<file path="src/rtl/bpred_resolve_queue.sv">
// In-order branch resolve queue: tracks fetch-time predictions, compares them
// against execute outcomes, and drives predictor training, redirect and RAS-repair strobes.
module bpred_resolve_queue #(
  parameter int DEPTH = 8,
  parameter int SUM_W = 7,
  parameter int THETA = 4
) (
  input  logic                     clk,
  input  logic                     reset,
  input  logic                     enq_valid,
  output logic                     enq_ready,
  input  logic [31:0]              enq_pc,
  input  logic                     enq_pred_dir,
  input  logic [31:0]              enq_pred_target,
  input  logic signed [SUM_W-1:0]  enq_sum,
  input  logic                     enq_is_call,
  input  logic                     enq_is_ret,
  input  logic                     stall,
  input  logic                     res_valid,
  input  logic                     res_dir,
  input  logic [31:0]              res_target,
  output logic                     upd_valid,
  output logic [31:0]              upd_pc4,
  output logic [31:0]              upd_target,
  output logic                     upd_dir,
  output logic                     upd_miss,
  output logic                     upd_train,
  output logic                     redirect_valid,
  output logic [31:0]              redirect_pc,
  output logic                     c_r_after_r,
  output logic                     upd_is_call,
  output logic [$clog2(DEPTH):0]   occupancy,
  output logic                     err_underflow,
  output logic [31:0]              resolved_count,
  output logic [31:0]              miss_count
);

  localparam int AW = $clog2(DEPTH);
  localparam int CW = AW + 1;
  localparam logic [SUM_W:0] L_THETA = (SUM_W+1)'(THETA);

  logic [31:0]       r_pc_mem  [DEPTH];
  logic              r_dir_mem [DEPTH];
  logic [31:0]       r_tgt_mem [DEPTH];
  logic [SUM_W-1:0]  r_sum_mem [DEPTH];
  logic              r_call_mem[DEPTH];
  logic              r_ret_mem [DEPTH];

  logic [AW-1:0]     r_head;
  logic [AW-1:0]     r_tail;
  logic [CW-1:0]     r_count;
  logic              r_last_was_ret;

  logic              w_full;
  logic              w_pop;
  logic              w_miss;
  logic              w_flush;
  logic              w_enq;
  logic              w_train;
  logic [31:0]       w_pc4;
  logic [SUM_W:0]    w_sum_ext;
  logic [SUM_W:0]    w_abs;
  logic [CW-1:0]     w_count_nxt;

  assign occupancy = r_count;

  // Head evaluation, |sum| in SUM_W+1 bits so the most negative sum cannot overflow
  always_comb begin
    w_full    = (r_count == CW'(DEPTH));
    w_pop     = res_valid & ~stall & (r_count != {CW{1'b0}});
    w_miss    = (res_dir != r_dir_mem[r_head]) |
                (res_dir & r_dir_mem[r_head] & (res_target != r_tgt_mem[r_head]));
    w_pc4     = r_pc_mem[r_head] + 32'd4;
    w_sum_ext = {r_sum_mem[r_head][SUM_W-1], r_sum_mem[r_head]};
    if (w_sum_ext[SUM_W]) begin
      w_abs = -w_sum_ext;
    end else begin
      w_abs = w_sum_ext;
    end
    w_train   = w_miss | (w_abs <= L_THETA);
    w_flush   = w_pop & w_miss;
    // A pop frees a slot this cycle, so a full queue can still take a same-cycle enqueue
    w_enq     = enq_valid & ~w_flush & (~w_full | w_pop);
    if (w_flush) begin
      w_count_nxt = {CW{1'b0}};
    end else if (w_enq & ~w_pop) begin
      w_count_nxt = r_count + CW'(1);
    end else if (~w_enq & w_pop) begin
      w_count_nxt = r_count - CW'(1);
    end else begin
      w_count_nxt = r_count;
    end
  end

  // Entry storage write at tail
  always_ff @(posedge clk) begin
    if (w_enq & ~reset) begin
      r_pc_mem[r_tail]   <= enq_pc;
      r_dir_mem[r_tail]  <= enq_pred_dir;
      r_tgt_mem[r_tail]  <= enq_pred_target;
      r_sum_mem[r_tail]  <= enq_sum;
      r_call_mem[r_tail] <= enq_is_call;
      r_ret_mem[r_tail]  <= enq_is_ret;
    end
  end

  // Pointers, counters and registered resolve outputs
  always_ff @(posedge clk) begin
    if (reset) begin
      r_head         <= {AW{1'b0}};
      r_tail         <= {AW{1'b0}};
      r_count        <= {CW{1'b0}};
      r_last_was_ret <= 1'b0;
      enq_ready      <= 1'b1;
      upd_valid      <= 1'b0;
      upd_pc4        <= 32'd0;
      upd_target     <= 32'd0;
      upd_dir        <= 1'b0;
      upd_miss       <= 1'b0;
      upd_train      <= 1'b0;
      redirect_valid <= 1'b0;
      redirect_pc    <= 32'd0;
      c_r_after_r    <= 1'b0;
      upd_is_call    <= 1'b0;
      err_underflow  <= 1'b0;
      resolved_count <= 32'd0;
      miss_count     <= 32'd0;
    end else begin
      r_count        <= w_count_nxt;
      enq_ready      <= (w_count_nxt != CW'(DEPTH));
      upd_valid      <= w_pop;
      redirect_valid <= w_flush;
      c_r_after_r    <= w_flush & (r_call_mem[r_head] | r_ret_mem[r_head]) & r_last_was_ret;
      // Mispredict drops every younger entry: queue restarts just past the popped head
      if (w_flush) begin
        r_head <= r_head + AW'(1);
        r_tail <= r_head + AW'(1);
      end else begin
        if (w_pop) r_head <= r_head + AW'(1);
        if (w_enq) r_tail <= r_tail + AW'(1);
      end
      if (w_pop) begin
        upd_pc4        <= w_pc4;
        upd_target     <= res_target;
        upd_dir        <= res_dir;
        upd_miss       <= w_miss;
        upd_train      <= w_train;
        redirect_pc    <= res_dir ? res_target : w_pc4;
        upd_is_call    <= r_call_mem[r_head];
        r_last_was_ret <= r_ret_mem[r_head];
        resolved_count <= resolved_count + 32'd1;
        if (w_miss) miss_count <= miss_count + 32'd1;
      end
      if (res_valid & ~stall & (r_count == {CW{1'b0}})) err_underflow <= 1'b1;
    end
  end

endmodule

</file>
<file path="config.mk">
export PLATFORM = sky130hd
export DESIGN_NAME = bpred_resolve_queue
export DESIGN_NICKNAME = d
export VERILOG_FILES = /design/src/rtl/bpred_resolve_queue.sv
export SDC_FILE = /design/constraint.sdc
export NUM_CORES = 1
export LEC_CHECK = 0
export CAP_MARGIN = 10
export CORE_MARGIN = 2
export CORE_UTILIZATION = 50
export DETAILED_ROUTE_END_ITERATION = 16
export PLACE_DENSITY = 0.67
export SLEW_MARGIN = 0
export SYNTH_ARGS = -nofsm -noshare
export SYNTH_HDL_FRONTEND = slang
export SYNTH_SLANG_ARGS = --single-unit
</file>
<file path="constraint.sdc">
create_clock -name clk -period 14.3 [get_ports clk]
set_clock_uncertainty 0.2 [all_clocks]
set_input_delay 2.86 -clock clk [delete_from_list [all_inputs] [get_ports clk]]
set_output_delay 2.86 -clock clk [all_outputs]
set_load 0.005 [all_outputs]
</file>
==> run metrics <==
status=completed; Yosys cell types=between 60 and 70; Post-synth EDFFs=around 590; Yosys warning count=0; Worst Path Max Fanout=66; drt via density=slightly below 6; combined area of the multi-input logic cells=a little under 0.009 mm²; Hold Path Class=flop to flop; Critical Path AT=around 8.4 ns; Slew Viols, Final=0; fillers=4563; H-tree Lvls=3; FF-to-FF setup slack=between 5 and 6 ns; cts repair resizes=0; Mapped Area=roughly 0.03 mm²; largest family of logic cells by synthesized area=multiplexers; total power density per cell area=145.4 mW/mm²; Post-CTS Setup Inserts=0; TNS Setup=0 ns; Fin. Hold Viols=0; critical path required time=14.33 ns; Worst-Margin Slew=a little over 1 ns; Die Width=roughly 250 µm; Worst-path clk slew=about 0.060 ns; Worst-Skew Late Latency=about 0.62 ns; Primary FF master, synth=edfxtp_1; Max VDD drop=approximately 110 µV; syn avg cell area=about 16 µm²; placed insts=between 2000 and 3000; DRT iter0 DRCs=approximately 1500; Tcrit/Tclk final=a little under 60%; DRC Markers=0; die span in y=about 250 µm; post-layout min period=between 8 and 9 ns; Slew HR=32.22%; Clock Sinks=between 700 and 800; TritonCTS clock tree=built; Final nets=2395; area delta synth->final=19.28%; sequential area share after synthesis=69.34%; First-pass DRT Iterations=5; post-synthesis register bit count=between 700 and 800; clk buf depth=3; RSZ-0062 raised after global routing=false; HPWL after detailed placement=approximately 51 mm; Reg area=approximately 0.021 mm²; Synth Instances=approximately 2000; multiplexer area fraction after synthesis=~13%; xor/xnor share of the synthesized area=under 10%; final instance area=~0.037 mm²; share of layout cells above drive strength 1=roughly an eighth; Post-Synth Adder-Cell Area=0.3237%; Syn Nets=~2100; number of CTS-inserted buffers=79; Post-Synth Simple-Gate Area=approximately 7.6%; core region area=between 0.06 and 0.07 mm²; vias in the first global route=17810; placed cell area=0.03436 mm²; CTS Root Cell=clkbuf_16; CP endpoint kind=flop; global-route wire length before repair=114.1 mm; Setup Crit Path Kind=flop to flop; Total Routing Usage GR=24.27%; initial antenna violation count=6; Die ar.=0.06385 mm²; max cap viols=0; FFs w/ async S/R, synth=0%; synth top area cells=edfxtp_1 (57%), dfxtp_1 (12%), mux4_2 (7.4%); Synth Area in Compound Gates=under 10%; Final ANT Viol Nets=0; area share of the largest cell type after synthesis=a little under three fifths; final setup fails=0; PortBufs=between 200 and 300; CP startpoint kind=flop; final wirelength=roughly 80 mm; site row count=between 90 and 100; routed len/inst=around 25 µm; maximum clock rate=approximately 120 MHz; cell taking the most area after synthesis=edfxtp_1; largest net degree at the start of global routing=100; Starting Density=between 50% and 60%; GRT Residual Overflow=0; Vias=between 15000 and 20000; top-level I/O count=approximately 290; cts hold-fix bufs=0; fin cells=roughly 3100; leakage power=roughly 12 nW; GP Congestion=approximately 0.84
-- Yosys cell counts, types with 7 or more instances --
| library cell | number |
|---|---|
| buf_6 | 13 |
| nand2_1 | 170 |
| mux2i_1 | 125 |
| mux4_2 | 102 |
| nand4_1 | 14 |
| buf_4 | 14 |
| a221oi_1 | 8 |
| a211oi_1 | 21 |
| nor2_1 | 130 |
| nor3_1 | 20 |
| o21ai_0 | 60 |
| nand3_1 | 30 |
| mux4_1 | 10 |
| a22o_1 | 8 |
| a21oi_1 | 115 |
| or3_1 | 25 |
| dfxtp_1 | 183 |
| and3_1 | 20 |
| nor4_1 | 13 |
| nor2b_1 | 22 |
| nand3b_1 | 8 |
| edfxtp_1 | 592 |
| buf_2 | 10 |
| xor2_1 | 60 |
| a22oi_1 | 16 |
| nand2b_1 | 7 |
| ha_1 | 8 |
| o211ai_1 | 9 |
| mux2_2 | 14 |
| and2_1 | 8 |
| clkbuf_1 | 55 |
| xnor2_1 | 25 |
-- area by class of cell --
type / count / share of cell area (%)
multi-input cells: 1105 / 24.08
inverters: 6 / 0.06106
clock inverters: 22 / 0.5699
diodes: 1 / 0.006785
flip-flops and latches: 775 / 58.16
repair buffers: 308 / 8.186
clock buffers: 123 / 6.256
well taps: 790 / 2.680
-- cells by family after synthesis --
kind of cell               Yosys count
buffers and inverters              111
and+or+nand+nor                    493
AOI/OAI and AO/OA                  268
muxes                              251
DFF                                775
adders and majority gates            8
xor gates and xnor gates            85
-- worst paths after layout --
kind / end / cells after the start / startpoint
worst max-delay path: r_sum_mem[0][4] / 12 / flop
worst min-delay path: upd_target[20] / 2 / upd_target[20]
worst max register to register: r_sum_mem[0][4] / 12 / flop
worst min register to register: upd_target[20] / 2 / upd_target[20]
-- power by group --
part           switching (mW)  internal [mW]  leakage, nW
sequential             0.0694           2.54         6.83
combinational           0.434          0.322         3.54
clock                   0.831           1.17         1.23
total                    1.33           4.03         11.6
-- state kept, by name (all words and copies together) (netlist names), 3 cells and up, named ones only --
signal / cells
r_ret_mem: 8
upd_pc4: 32
resolved_count: 32
upd_target: 32
miss_count: 32
redirect_pc: 32
r_sum_mem: 56
r_dir_mem: 8
r_call_mem: 8
r_tgt_mem: 256
r_head: 3
r_pc_mem: 256
r_tail: 3
occupancy: 4
-- layout by cell type (no fill, tap or decap), types with 30 or more instances in the layout --
cell	count
edfxtp_1	592
clkdlybuf4s50_1	282
dfxtp_1	180
nand2_1	170
mux2i_1	125
nor2_1	125
a21oi_1	115
mux4_2	102
clkbuf_16	82
xor2_1	60
o21ai_0	60
nand3_1	30
clkbuf_1	30
-- critical path, cell delays in order, from the launching register on --
cell	delay (ns)
dfxtp_4	0.70
buf_4	0.71
buf_4	0.85
mux4_2	0.60
mux2i_1	0.20
xor2_1	0.17
nand4_1	0.22
nor4_2	0.55
a41oi_2	0.46
o21ai_4	0.81
nand2b_1	0.51
nor2_4	0.91
buf_4	0.83
-- per-layer routing --
layer / part of all wire (%) / GRT usage (%) / wire length [µm] / up-vias
li1: - / - / - / 8225
met5: 0.049 / 0 / 38 / -
met3: 7.2 / 4.737 / 5588 / 89
met4: 1.7 / 6.475 / 1356 / 6
met2: 49 / 40.52 / 37950 / 676
met1: 42 / 32.74 / 32820 / 9183
-- through the flow --
stage                     worst slack, ns  hold WS (ns)  total power, mW  utilization (%)
after floorplan                     2.139        0.2340            3.088                -
after global placement              5.667        0.2435            3.402            55.99
after detailed placement            5.628        0.2476            3.415            55.99
after CTS                           5.901        0.2573            5.401            60.10
after global routing                5.547        0.2736            5.547            60.10
final                               5.967        0.2552            5.361            60.10
(Power assumes the default switching activity.)
